===== config.mk =====
export PLATFORM = sky130hd
export DESIGN_NAME = shared_reg_arbiter
export DESIGN_NICKNAME = d
export VERILOG_FILES = /design/src/rtl/shared_reg_arb_pkg.sv /design/src/rtl/shared_reg_arbiter_rr_arbiter.sv /design/src/rtl/shared_reg_arbiter.sv
export SDC_FILE = /design/constraint.sdc
export NUM_CORES = 1
export LEC_CHECK = 0
export ABC_AREA = 1
export ABC_CLOCK_PERIOD_IN_PS = 2850
export CORE_ASPECT_RATIO = 1.2
export CORE_UTILIZATION = 40
export DETAILED_ROUTE_END_ITERATION = 10
export GPL_TIMING_DRIVEN = 1
export PLACE_DENSITY = 0.93
export SYNTH_ARGS = -nofsm -noshare
export SYNTH_HDL_FRONTEND = slang
export SYNTH_SLANG_ARGS = --single-unit
export TNS_END_PERCENT = 30

===== constraint.sdc =====
create_clock -name i_clk -period 2.85 [get_ports i_clk]
set_input_delay 0.4275 -clock i_clk [delete_from_list [all_inputs] [get_ports i_clk]]
set_output_delay 0.4275 -clock i_clk [all_outputs]
set_load 0.05 [all_outputs]

===== src/rtl/shared_reg_arb_pkg.sv =====
// Shared types and defaults for the shared-register arbiter.
package shared_reg_arb_pkg;

   typedef enum logic {UNLOCKED, LOCKED} lock_state_e;

   localparam int unsigned DEFAULT_LOCK_TIMEOUT = 16;
   localparam logic [63:0] DEFAULT_RESET_VAL    = 64'h0;

   function automatic int unsigned id_w(input int unsigned n);
      return (n < 2) ? 1 : $clog2(n);
   endfunction

endpackage


===== src/rtl/shared_reg_arbiter_rr_arbiter.sv =====
// Combinational round-robin pick: first set request at or after ptr_i, wrapping.
module rr_arbiter
   import shared_reg_arb_pkg::*;
#(
   parameter int unsigned NUM_REQ = 4
) (
   input  logic [NUM_REQ-1:0]          req_i,
   input  logic [id_w(NUM_REQ)-1:0]    ptr_i,
   output logic [NUM_REQ-1:0]          gnt_o,
   output logic                        valid_o,
   output logic [id_w(NUM_REQ)-1:0]    idx_o
);

   localparam int unsigned IdW = id_w(NUM_REQ);

   always_comb begin
      int unsigned j;
      j       = 0;
      gnt_o   = '0;
      valid_o = 1'b0;
      idx_o   = '0;
      for (int unsigned i = 0; i < NUM_REQ; i++) begin
         j = (32'(ptr_i) + i) % NUM_REQ;
         if (!valid_o && req_i[j]) begin
            valid_o  = 1'b1;
            idx_o    = IdW'(j);
            gnt_o[j] = 1'b1;
         end
      end
   end

endmodule


===== src/rtl/shared_reg_arbiter.sv =====
// One DATA_W-bit register shared by NUM_REQ valid/ready writers, round-robin with
// optional per-owner lock and an idle timeout that force-releases the lock.
module shared_reg_arbiter
   import shared_reg_arb_pkg::*;
#(
   parameter int unsigned         NUM_REQ      = 4,
   parameter int unsigned         DATA_W       = 32,
   parameter logic [DATA_W-1:0]   RESET_VAL    = DATA_W'(DEFAULT_RESET_VAL),
   parameter int unsigned         LOCK_TIMEOUT = DEFAULT_LOCK_TIMEOUT
) (
   input  logic                          i_clk,
   input  logic                          i_rst,
   input  logic [NUM_REQ-1:0]            i_req_valid,
   input  logic [NUM_REQ*DATA_W-1:0]     i_req_data,
   input  logic [NUM_REQ-1:0]            i_req_lock,
   output logic [NUM_REQ-1:0]            o_req_ready,
   output logic [DATA_W-1:0]             o_rd_data,
   output logic [id_w(NUM_REQ)-1:0]      o_last_id,
   output logic                          o_wr_pulse,
   output logic                          o_locked
);

   localparam int unsigned IdW  = id_w(NUM_REQ);
   localparam int unsigned CntW = $clog2(LOCK_TIMEOUT) + 1;
   localparam logic [CntW-1:0] CntLast = CntW'(LOCK_TIMEOUT - 1);
   localparam logic [IdW-1:0]  IdLast  = IdW'(NUM_REQ - 1);

   lock_state_e          state_q, state_d;
   logic [IdW-1:0]       ptr_q, ptr_d;
   logic [IdW-1:0]       owner_q, owner_d;
   logic [CntW-1:0]      cnt_q, cnt_d;
   logic [DATA_W-1:0]    data_q, data_d;
   logic [IdW-1:0]       last_id_q, last_id_d;
   logic                 wr_pulse_q, wr_pulse_d;

   logic [NUM_REQ-1:0]   arb_gnt;
   logic                 arb_valid;
   logic [IdW-1:0]       arb_idx;

   logic [NUM_REQ-1:0]   ready;
   logic                 xfer;
   logic [IdW-1:0]       xfer_id;
   logic [DATA_W-1:0]    xfer_data;
   logic                 xfer_lock;

   rr_arbiter #(
      .NUM_REQ (NUM_REQ)
   ) u_rr_arbiter (
      .req_i   (i_req_valid),
      .ptr_i   (ptr_q),
      .gnt_o   (arb_gnt),
      .valid_o (arb_valid),
      .idx_o   (arb_idx)
   );

   // While locked, the owner is the only candidate even if it is idle.
   always_comb begin
      ready   = '0;
      xfer_id = arb_idx;
      if (state_q == LOCKED) begin
         xfer_id = owner_q;
         if (i_req_valid[owner_q]) ready[owner_q] = 1'b1;
      end else if (arb_valid) begin
         ready = arb_gnt;
      end
      if (i_rst) ready = '0;
   end

   assign xfer      = |ready;
   assign xfer_data = i_req_data[32'(xfer_id)*DATA_W +: DATA_W];
   assign xfer_lock = i_req_lock[xfer_id];

   always_comb begin
      state_d    = state_q;
      ptr_d      = ptr_q;
      owner_d    = owner_q;
      cnt_d      = cnt_q;
      data_d     = data_q;
      last_id_d  = last_id_q;
      wr_pulse_d = 1'b0;

      if (xfer) begin
         data_d     = xfer_data;
         last_id_d  = xfer_id;
         wr_pulse_d = 1'b1;
         ptr_d      = (xfer_id == IdLast) ? '0 : xfer_id + 1'b1;
      end

      unique case (state_q)
         UNLOCKED: begin
            cnt_d = '0;
            if (xfer && xfer_lock) begin
               state_d = LOCKED;
               owner_d = xfer_id;
            end
         end
         LOCKED: begin
            if (xfer) begin
               cnt_d = '0;
               if (!xfer_lock) state_d = UNLOCKED;
            end else if (cnt_q == CntLast) begin
               cnt_d   = '0;
               state_d = UNLOCKED;
            end else begin
               cnt_d = cnt_q + 1'b1;
            end
         end
         default: state_d = UNLOCKED;
      endcase
   end

   always_ff @(posedge i_clk) begin
      if (i_rst) begin
         state_q    <= UNLOCKED;
         ptr_q      <= '0;
         owner_q    <= '0;
         cnt_q      <= '0;
         data_q     <= RESET_VAL;
         last_id_q  <= '0;
         wr_pulse_q <= 1'b0;
      end else begin
         state_q    <= state_d;
         ptr_q      <= ptr_d;
         owner_q    <= owner_d;
         cnt_q      <= cnt_d;
         data_q     <= data_d;
         last_id_q  <= last_id_d;
         wr_pulse_q <= wr_pulse_d;
      end
   end

   assign o_req_ready = ready;
   assign o_rd_data   = data_q;
   assign o_last_id   = last_id_q;
   assign o_wr_pulse  = wr_pulse_q;
   assign o_locked    = (state_q == LOCKED);

endmodule


==> metrics, run 1 <==
status finished clean; Overflow after GRT 0; Seq/Total Area, Yosys 0.265; height of the die between 100 and 150 µm; buffer and inverter count on the worst path 4; Initial DRT Pass Iterations 5; antenna violations before repair 0; cell with the most instances after synthesis nor2_1; kind of end point of the critical path register; peak supply drop around 0.00063 V; # rows 36; crit path DAT between 2 and 3 ns; die width 86.1 µm; EDFF count, synth 0; fill count 685; routed wire length 12.3 mm; Post-synth ARST share 0; port bufs 177; final hold viol count 0; cells along the critical path inv_1 > ha_1 > inv_1 > nand3_1 > nand2_1 > nor2_2 > nand3b_1 > nand3_2 > nand2_4 > inv_2 > buf_12 > nor2_1 > o21ai_1 > nor2_1 > nor2_1; Yosys top cell by area dfxtp_1; share of the synthesized area in the top cell type 0.265; startpoint types register; via count of the first global-routing pass about 4100; RSZ-0062 raised after global routing false; Synth top cells by count 102 x nor2_1, 87 x nand2_1, 80 x inv_1; GRT Total Usage 0.273; Final period util 0.923; critical path's top delay family simple AND/OR/NAND/NOR gates; #FFs+latches synth 45; Gate Count Post-Synth 565; CTS clk-pin slew, worst paths 0.08 ns; core area between 0.008 and 0.009 mm²; Vias/cell between 5 and 6; CP peak stage delay 0.36 ns; Max Slew Vio Count 0; PD cells ~1300 mW/mm²; Crit Path Class register to register; WL/cell 14.4 µm; ANT cells 0; Slowest-stage cell, CP ha_1; register area 901 µm²; proportion of layout cells with a drive suffix above 1 0.0678; hpwl dp a little under 10 mm; CTS tree yes; type of the worst min-delay path register to register; Layout area overhead 61.4%; # setup viols final 0; Clock Tree Root clkbuf_8; nets@finish 885; total power 6.97 mW; number of routed nets with antenna violations 0; Critical Path Fanout Max 12; 1st-iter DRT viols 168; Num Clock Sinks 45; Post-Syn Area about 0.0034 mm²; IO Pins 178; Fmax 0.380 GHz; worst-margin pin slew 0.588 ns; CTS Hold Buffers Added 0; synth top area cells dfxtp_1 27%, nor2_1 11%, o21ai_0 11%; Multi-input gate area 0.00199 mm²; Ys Warns 0; CTS buffer count 5; min cycle time layout 2.63 ns; initial core utilization 0.414; Max Cap Viol 0; first-pass GRT wire length ~19 mm; Clock Latency Late Sink between 0.2 and 0.3 ns; htree depth 2; full die area 0.00886 mm²; Lkg Pwr 2.49 nW; largest net degree at the start of global routing 41; syn nets 714; clock skew 0.00543 ns; Synth cell types 30; CTS max path bufs 2; Worst slew margin 0.607; RePlAce Congestion 0.959; crit-path most repeated cell nor2_1; Min Hold Slack 0.476 ns; vias post-DR about 4300; # DRC 0; WP data required 3.03 ns; Synth Flop Type dfxtp_1; Mean Syn Cell Area about 6.0 µm²
[registers in the layout, summed over array words and instances, names as in the netlist]
signal	cells
o_wr_pulse	1
o_locked	1
owner_q	2
cnt_q	5
o_last_id	2
ptr_q	2
o_rd_data	32
[metal layers]
metal  share of wire  GRT usage  up-vias
met5               0          0        -
met4           0.045      0.173        0
met3           0.063     0.0544       46
met2            0.51      0.503      196
met1            0.38      0.283     1894
li1                -          -     2147
[where the power goes]
part / total [mW] / internal [mW] / leakage (nW) / switching [mW]
registers: 1.01 / 0.873 / 0.373 / 0.134
logic: 5.47 / 1.97 / 2.06 / 3.50
clock network: 0.494 / 0.286 / 0.0585 / 0.208
[per-stage QoR]
step	instances	setup slack, ns	setup TNS [ns]	cell area, µm²	utilization
finish	851	0.220	0	5480	0.669
global placement	843	0.0239	0	5360	0.654
global route	851	0.0802	0	5480	0.669
floorplan	565	0.268	0	3400	-
CTS	851	0.133	0	5480	0.668
detailed placement	843	-0.0239	-0.0239	5360	0.654
[cell families after synthesis]
logic type               after synthesis  share of synthesized area
buffers and inverters                115                      0.149
XOR/XNOR                               1                    0.00258
AND/OR/NAND/NOR                      233                      0.292
AO/OA/AOI/OAI                        160                      0.251
adder cells (fa/ha/maj)               11                     0.0405
flip-flops                            45                      0.265
[area by class of cell]
| class | count | area share |
|---|---|---|
| clock buffers | 7 | 0.0157 |
| clock inverters | 1 | 0.00548 |
| inverters | 85 | 0.0587 |
| multi-input cells | 405 | 0.364 |
| flip-flops and latches | 45 | 0.164 |
| well taps | 114 | 0.0260 |
| repair buffers | 194 | 0.366 |
[final timing paths]
check / start / end / slack, ns / depth (start not counted)
max: ptr_q[1]$_SDFFE_PP0P_ / o_rd_data[18]$_SDFFE_PP0P_ / 0.22 / 15
min: cnt_q[0]$_SDFF_PP0_ / cnt_q[0]$_SDFF_PP0_ / 0.48 / 1
max reg2reg: ptr_q[1]$_SDFFE_PP0P_ / o_rd_data[18]$_SDFFE_PP0P_ / 0.22 / 15
min reg2reg: cnt_q[0]$_SDFF_PP0_ / cnt_q[0]$_SDFF_PP0_ / 0.48 / 1
[repair_timing]
item                       CTS  global route
setup endpoints to repair    0             8
gates resized for setup      0             3
setup buffers                0             0
[cell usage in the layout, fill, tap and decap left out, types with 11 or more instances in the layout]
cell type	count
o211ai_1	12
ha_1	11
nand2_1	87
dfxtp_1	45
o21ai_1	26
nor2_1	102
inv_1	80
clkdlybuf4s50_1	173
buf_4	11
a21oi_1	43
o21ai_0	75
nand3_1	23
No activity file was read; power rests on OpenSTA's default activity.
==> inputs of run 2 (changes only) <==
Settings changed: SETUP_SLACK_MARGIN set to 0.3.
==> run 2 against run 1 <==
Net effect: global-route usage shrank 0.19 points; die area is the same; critical path depth shrank 3; highest routed layer unchanged.
==> metrics, run 2 (same netlist as run 1, synthesis figures left out) <==
Overflow after GRT 0; register area roughly 900 µm²; most common cell after layout, fill and taps aside clkdlybuf4s50_1; kind of end point of the critical path primary output; crit-path most repeated cell nand2_1; Clock Tree Root clkbuf_8; PD cells 1300 mW/mm²; fill count 651; largest net degree at the start of global routing slightly above 40; Critical Path Fanout Max 6; proportion of layout cells with a drive suffix above 1 0.0996; Core Util, Final 0.696; worst slack, placed -0.0202 ns; Max Slew Vio Count 0; Final period util 0.870; vias post-DR 4428; first-pass GRT wire length 18.8 mm; Worst slew margin 0.614; core area 0.00820 mm²; total power 7.41 mW; sw frac 0.542; antenna violations before repair 1; Max Cap Viol 0; number of routed nets with antenna violations 0; worst-margin pin slew a little under 0.6 ns; Vias/cell 5.17; IO Pins 178; routed wire length around 12 mm; RSZ-0062 raised after global routing true; setup TNS 0 ns; port bufs 177; Clock Latency Late Sink 0.29 ns; Initial DRT Pass Iterations 5; Lkg Pwr 2.59 nW; Multi-input gate area 0.00210 mm²; peak supply drop between 0.0009 and 0.001 V; cells along the critical path inv_2 > ha_4 > buf_4 > nand2_1 > nand2_1 > nor2_4 > nand3_2 > nand2_1 > inv_1 > a21oi_2 > inv_1 > buf_12; Fmax 0.403 GHz; max reg flops 32; CTS max path bufs 2; Layout area overhead 67.9%; worst setup margin 0.369 ns; initial core utilization 0.414; type of the worst min-delay path register to register; CP peak stage delay roughly 0.34 ns; CTS buffer count 5; CTS clk-pin slew, worst paths 0.08 ns; clock power share 0.063; full die area 0.00886 mm²; ANT cells 0; height of the die 103 µm; # setup viols final 0; die width about 86 µm; most frequent cells in the layout 169 x clkdlybuf4s50_1, 101 x nor2_1, 79 x nand2_1; CTS tree yes; nets@finish 892; htree depth 2; combinational power share 0.801; 1st-iter DRT viols 288; status finished clean; P_int 3.40 mW; R2R setup slack about 0.45 ns; final hold viol count 0; Flop pwr share 0.136; Crit Path Class register to primary output; min cycle time layout 2.48 ns; Slowest-stage cell, CP dfxtp_2; via count of the first global-routing pass 4237; GRT Total Usage 0.271; WP data required 2.42 ns; RePlAce Congestion 0.977; hpwl dp approximately 9.4 mm; Min Hold Slack 0.456 ns; clock skew 0.00434 ns; # rows 36; WL/cell 14.3 µm; crit path DAT 2.05 ns; # DRC 0; Num Clock Sinks 45; startpoint types register; Net Switching 4.01 mW
run 2: changes by cell type in the layout (fill, tap and decap cells not counted), sizes merged:
cell,change
buf,+5
dlymetal6s2s,+4
clkinv,+1
clkdlybuf4s50,-4
run 2: power groups by stage:
stage,clock network [mW],registers [mW],logic (mW)
2_1_floorplan,0,1.69,3.10
3_3_place_gp,0,1.02,5.30
3_5_place_dp,0,1.02,5.40
4_1_cts,0.474,1.01,5.44
5_1_grt,0.497,1.03,6.47
6_report,0.466,1.01,5.94
run 2: timing repair:
item | in CTS | in global routing
cloned | 0 | 2
resized for setup | 3 | 35
hold endpoints to repair | 0 | 0
setup buffers | 0 | 5
hold buffers | 0 | 0
pin swaps | 0 | 12
setup endpoints to repair | 22 | 48
run 2: cell type report:
cell class	instances	share of cell area
multi-input combinational	405	0.367
timing repair buffer	201	0.373
clock inverter	2	0.00614
inverter	85	0.0577
tap	114	0.0250
clock buffer	5	0.0121
sequential	45	0.158
run 2: worst paths after layout:
path | start | to | cells after the start
hold reg to reg | cnt_q[0]$_SDFF_PP0_ | cnt_q[0]$_SDFF_PP0_ | 1
hold / removal | cnt_q[0]$_SDFF_PP0_ | cnt_q[0]$_SDFF_PP0_ | 1
setup reg to reg | ptr_q[0]$_SDFFE_PP0P_ | o_rd_data[23]$_SDFFE_PP0P_ | 16
setup / recovery | ptr_q[0]$_SDFFE_PP0P_ | o_req_ready[2] | 12
run 2: worst max-delay path: cells and delay by family (launching register included):
family | cells | cell delay (ns)
buffers and inverters | 5 | 0.48
AOI/OAI and AO/OA | 1 | 0.15
DFF | 1 | 0.34
adders and majority gates | 1 | 0.24
and+or+nand+nor | 5 | 0.54
run 2: per-layer routing:
metal	track usage	vias up	routed length (µm)
met5	0	-	0
met4	0.144	0	581
met3	0.0600	56	973
met2	0.520	231	6390
met1	0.271	1973	4330
li1	-	2168	-
run 2: stage by stage:
stage / instance area [µm²] / std cells
after floorplan: 3400 / 565
after global placement: 5370 / 843
after detailed placement: 5370 / 843
after CTS: 5490 / 850
after global routing: 5700 / 857
final: 5700 / 857
==> RTL edit 1 (config.mk and constraints of run 2) <==
Compare `cnt_q` against `CntLast` with >= in place of ==.
--- a/src/rtl/shared_reg_arbiter.sv
+++ b/src/rtl/shared_reg_arbiter.sv
@@ -99,5 +99,5 @@
                cnt_d = '0;
                if (!xfer_lock) state_d = UNLOCKED;
-            end else if (cnt_q == CntLast) begin
+            end else if (cnt_q >= CntLast) begin
                cnt_d   = '0;
                state_d = UNLOCKED;
Function: no difference found for any inputs over 4 cycles, from zero or initial values and one cycle with i_rst high; that may be too few to reach the edited logic, so the function may still have changed.
==> RTL edit 1 against run 2 <==
Sequential share of layout area increased by 0.85 points; setup slack improved by 40 ps; combinational power decreased by 6.2%; final cell count decreased by 8.3%; count of clock-buffer cells in the layout unchanged; synthesized area decreased by 2.4%; total power decreased by 6.3%; first-iteration DRC count decreased by 27%; fmax increased by 1.6%; register-to-register slack got worse by 20 ps; wire length decreased by 7.6%; cell area decreased by 4.9%; sequential cell count unchanged; critical path type unchanged; critical endpoint is now o_req_ready[0]; largest cell class is now multi-input combinational cells.
==> RTL edit 1: results (changes against run 2) <==
| Metric | Value |
|---|---|
| Status | `complete, no violations` |
| GR Layer Usage met3 | `4.40% (-1.6 points)` |
| Vias in the first global route | `4061 (-4.2%)` |
| Leak pwr | `2.24 nW (-14%)` |
| Ratio of cells with drive above 1 in the final layout | `11.7% (+1.8 points)` |
| Critical Path AT | `2010 ps (-40 ps)` |
| Skew final | `5.02 ps (+0.674 ps)` |
| Metal2 WL | `5800 µm (-9.3%)` |
| Syn_nets | `668 (-6.4%)` |
| Peak supply drop | `0.000667 V (-29%)` |
| Tot GR Track Use | `25.8% (-1.3 points)` |
| Largest net degree at the start of global routing | `68 (+66%)` |
| GR Util met1 | `28.2% (+1.1 points)` |
| Register area share after synthesis | `27.2% (+0.65 points)` |
| First-pass GRT wire length | `17900 µm (-4.5%)` |
| Worst-Margin Slew | `585 ps (+7.69 ps)` |
| Grt met2 use | `48.4% (-3.6 points)` |
| Most frequent cells after synthesis | `nor2_1 (145), o21ai_0 (88), nand2_1 (54), dfxtp_1 (45), o22ai_1 (32)` |
| Starting DRT DRC Count | `210 (-27%)` |
| HPWL after DPL | `8660 µm (-7.9%)` |
| Met3 WL | `813 µm (-16%)` |
| Crit-path max FO | `5 (-1)` |
| Vias | `4232 (-4.4%)` |
| Synth Area in Compound Gates | `24.2% (-0.89 points)` |
| Place WS | `28.4 ps (+48.7 ps)` |
| TritonRoute pass-1 iters | `6 (+1)` |
| Fill cells | `666 (+2.3%)` |
| Final wirelength | `11300 µm (-7.6%)` |
[RTL edit 1: worst paths after layout]
| path | startpoint | endpoint | slack, ps | depth (start not counted) |
|---|---|---|---|---|
| max reg2reg | ptr_q[0] | o_rd_data[1] | 430 | 15 |
| max | ptr_q[0] | o_req_ready[0] | 410 | 11 |
| min reg2reg | cnt_q[0] | cnt_q[0] | 450 | 1 |
| min | cnt_q[0] | cnt_q[0] | 450 | 1 |
[RTL edit 1: critical path: stages, from the launching register on]
cell,delay [ps]
dfxtp_4,390
clkinv_8,70
ha_4,300
inv_4,50
nand2_4,60
nand2_4,70
nor2_8,150
nand3_4,90
o211ai_1,210
nand2_2,120
inv_2,80
buf_12,130
[RTL edit 1: area by class of cell]
type	instances	area, µm²	share of cell area (%)
multi-input combinational	409	2140	39.5
tap	95	119	2.19
timing repair buffer	196	2030	37.5
clock buffer	5	68.8	1.27
sequential	45	905	16.7
clock inverter	3	17.5	0.323
inverter	33	139	2.56
[RTL edit 1: per-stage QoR]
step	total power, mW	area, µm²	hold WS (ps)	cells
2_1_floorplan	4.88	3320	418	519
3_3_place_gp	6.21	5190	428	772
3_5_place_dp	6.34	5190	439	772
4_1_cts	6.76	5300	451	780
5_1_grt	7.52	5420	472	786
6_report	6.95	5420	446	786
[RTL edit 1: repair_timing]
item / 4_1_cts / 5_1_grt
cloned: 0 / 0
endpoints found under the setup margin: 38 / 41
gates resized for setup: 9 / 21
buffers inserted: 0 / 6
hold endpoints to repair: 0 / 0
hold buffers: 0 / 0
pin swaps: 2 / 9
[RTL edit 1: power breakdown]
group          internal, mW  switching [mW]  leakage [nW]
clock network         0.169           0.213        0.0439
logic                  2.03            3.53          1.82
registers             0.875           0.126         0.374
total                  3.08            3.87          2.24
==> RTL edit 2 (config.mk and constraints of run 2) <==
Without the edit above. `DATA_W`: 32 -> 24.
--- a/src/rtl/shared_reg_arbiter.sv
+++ b/src/rtl/shared_reg_arbiter.sv
@@ -5,5 +5,5 @@
 #(
    parameter int unsigned         NUM_REQ      = 4,
-   parameter int unsigned         DATA_W       = 32,
+   parameter int unsigned         DATA_W       = 24,
    parameter logic [DATA_W-1:0]   RESET_VAL    = DATA_W'(DEFAULT_RESET_VAL),
    parameter int unsigned         LOCK_TIMEOUT = DEFAULT_LOCK_TIMEOUT
Interface: changed (resized i_req_data and o_rd_data); port bits go from 178 to 138. The function was not compared with the original's and may differ.
==> RTL edit 2 against run 2 <==
Clock power about the same; synthesized area down 19%; core utilization down 1.3 points; wire length down 22%; highest routed layer unchanged; sequential power down 19%; sequential cell count down 8; total power down 23%; non-clock buffer count down 48; fmax up 1.1%; setup slack better by 27 ps; count of clock-buffer cells in the layout up 2; largest cell class is now multi-input combinational cells; largest power group unchanged; critical path depth down 1; critical path type unchanged; via count down 20%; cell area down 22%.
==> RTL edit 2: results (changes against run 2) <==
| Metric | Value |
|---|---|
| Clock transition at the registers of the reported paths | `about 70 ps` |
| FF-to-FF End | `ptr_q[1]` |
| H-tree depth | `2 (unchanged)` |
| Critical Path AT | `2030 ps (-20 ps)` |
| Tot GR Track Use | `26.9% (-0.19 points)` |
| Peak supply drop | `0.000658 V (-30%)` |
| First-pass GRT wire length | `15300 µm (-18%)` |
| I/O Buffers | `137 (-23%)` |
| Total CTS buffers | `5 (unchanged)` |
| Status | `complete, no violations` |
| Gpl congestion | `1.05 (+7.3%)` |
| Distinct cells, synth | `34 (+13%)` |
| Place WS | `28.1 ps (+48.4 ps)` |
| R2R setup slack | `480 ps (+30 ps)` |
| Worst-Margin Slew | `554 ps (-22.6 ps)` |
| CP Capture Point | `o_req_ready[3]` |
| Synthesized instance count | `438 (-22%)` |
| TritonRoute pass-1 iters | `4 (-1)` |
| Largest net degree at the start of global routing | `47 (+15%)` |
| HPWL after DPL | `7330 µm (-22%)` |
| Crit-path max FO | `13 (+7)` |
| Final wirelength | `9530 µm (-22%)` |
| Register area share after synthesis | `27.0% (+0.48 points)` |
| Skew final | `2.88 ps (-1.46 ps)` |
| Ratio of cells with drive above 1 in the final layout | `10.6% (+0.63 points)` |
| Vias in the first global route | `3444 (-19%)` |
| Top cells by area, synth | `dfxtp_1 (27%), nor2_1 (14%), o21ai_0 (11%), nand2_1 (9.0%), o22ai_1 (4.8%)` |
| Fmax | `407 MHz (+1.1%)` |
| CTS root buf | `clkbuf_8` |
| FF-to-FF path depth | `14 (-2)` |
| Asr flop ratio synth | `0% (unchanged)` |
| Max reg flops | `24 (-25%)` |
| Vias | `3558 (-20%)` |
| Antenna diodes | `0 (unchanged)` |
| Most frequent cells after synthesis | `nor2_1 (103), nand2_1 (66), o21ai_0 (61), dfxtp_1 (37), inv_1 (30)` |
| Initial antenna violation count | `0 (-1)` |
| Fill cells | `527 (-19%)` |
| Placed insts | `648 (-23%)` |
| Syn_nets | `554 (-22%)` |
| Synth warn | `0 (unchanged)` |
| NumNets Final | `691 (-23%)` |
| Clk buf depth | `2 (unchanged)` |
| Leak pwr | `1.91 nW (-26%)` |
| Worst Setup SP | `ptr_q[0]` |
| Starting DRT DRC Count | `90 (-69%)` |
| Layout Cells excl Fill | `661 (-23%)` |
-- RTL edit 2: changes by cell type after synthesis, sizes merged, moves of 3 or more --
| cell | before | now |
|---|---|---|
| o22ai | 0 | 21 |
| a21oi | 44 | 11 |
| nand2 | 92 | 75 |
| dfxtp | 45 | 37 |
| o21ai | 101 | 71 |
| clkbuf | 9 | 5 |
| nand4 | 3 | 7 |
| inv | 85 | 35 |
| buf | 21 | 18 |
| o211ai | 14 | 5 |
-- RTL edit 2: worst min path at each step --
stage / cells after the start / from / endpoint / slack, ps
after floorplan: 1 / cnt_q[0] / cnt_q[0] / 420
after global placement: 1 / cnt_q[0] / cnt_q[0] / 430
after detailed placement: 1 / cnt_q[0] / cnt_q[0] / 440
after CTS: 1 / cnt_q[0] / cnt_q[0] / 450
after global routing: 1 / cnt_q[0] / cnt_q[0] / 480
final: 1 / cnt_q[0] / cnt_q[0] / 450
-- RTL edit 2: cell type report --
type	count	area, µm²	area share (%)
sequential	37	746	16.7
timing repair buffer	153	1570	35.1
multi-input combinational	342	1770	39.8
clock buffer	7	86.3	1.94
tap	85	106	2.39
clock inverter	1	30.0	0.674
inverter	36	150	3.37
-- RTL edit 2: through the flow --
step / area (µm²) / util (%)
after floorplan: 2770 / -
after global placement: 4240 / 65.0
after detailed placement: 4240 / 65.0
after CTS: 4370 / 67.0
after global routing: 4460 / 68.3
final: 4460 / 68.3
-- RTL edit 2: layer usage --
metal  share of wire [%]  GRT usage (%)  up-vias
li1                    -              -     1725
met1                  37           27.8     1630
met2                  51           49.0      165
met3                 6.8           5.91       38
met4                 5.2           16.4        0
met5                   0              0        -
-- RTL edit 2: logic make-up (layout without fill, tap and decap cells) --
logic type / count (synthesis) / after routing / share of synthesized area (%)
buf+inv: 59 / 197 / 10.1
xor+xnor: 3 / 3 / 0.958
fa+ha+maj: 10 / 10 / 4.56
compound gates: 110 / 110 / 22.0
flops: 37 / 37 / 27.0
simple gates: 219 / 219 / 35.4
-- RTL edit 2: timing repair --
action,CTS,global route
pin swaps,0,9
resized for setup,2,20
buffers inserted,1,4
setup endpoints to repair,40,40
-- RTL edit 2: report_power, final --
part / switching (mW) / internal (mW) / total [mW]
clock: 0.182 / 0.285 / 0.467
sequential: 0.108 / 0.707 / 0.815
combinational: 2.83 / 1.61 / 4.44
-- RTL edit 2: worst max-delay path, cell delays in order (launching register included) --
cell and delay [ps]:
dfxtp_4 370, inv_6 70, ha_4 300, inv_2 60, nand2_2 90, nand2_4 70
nor2_8 160, nand3b_4 90, nor2_1 120, nor2_2 70, a21boi_4 170, buf_12 160
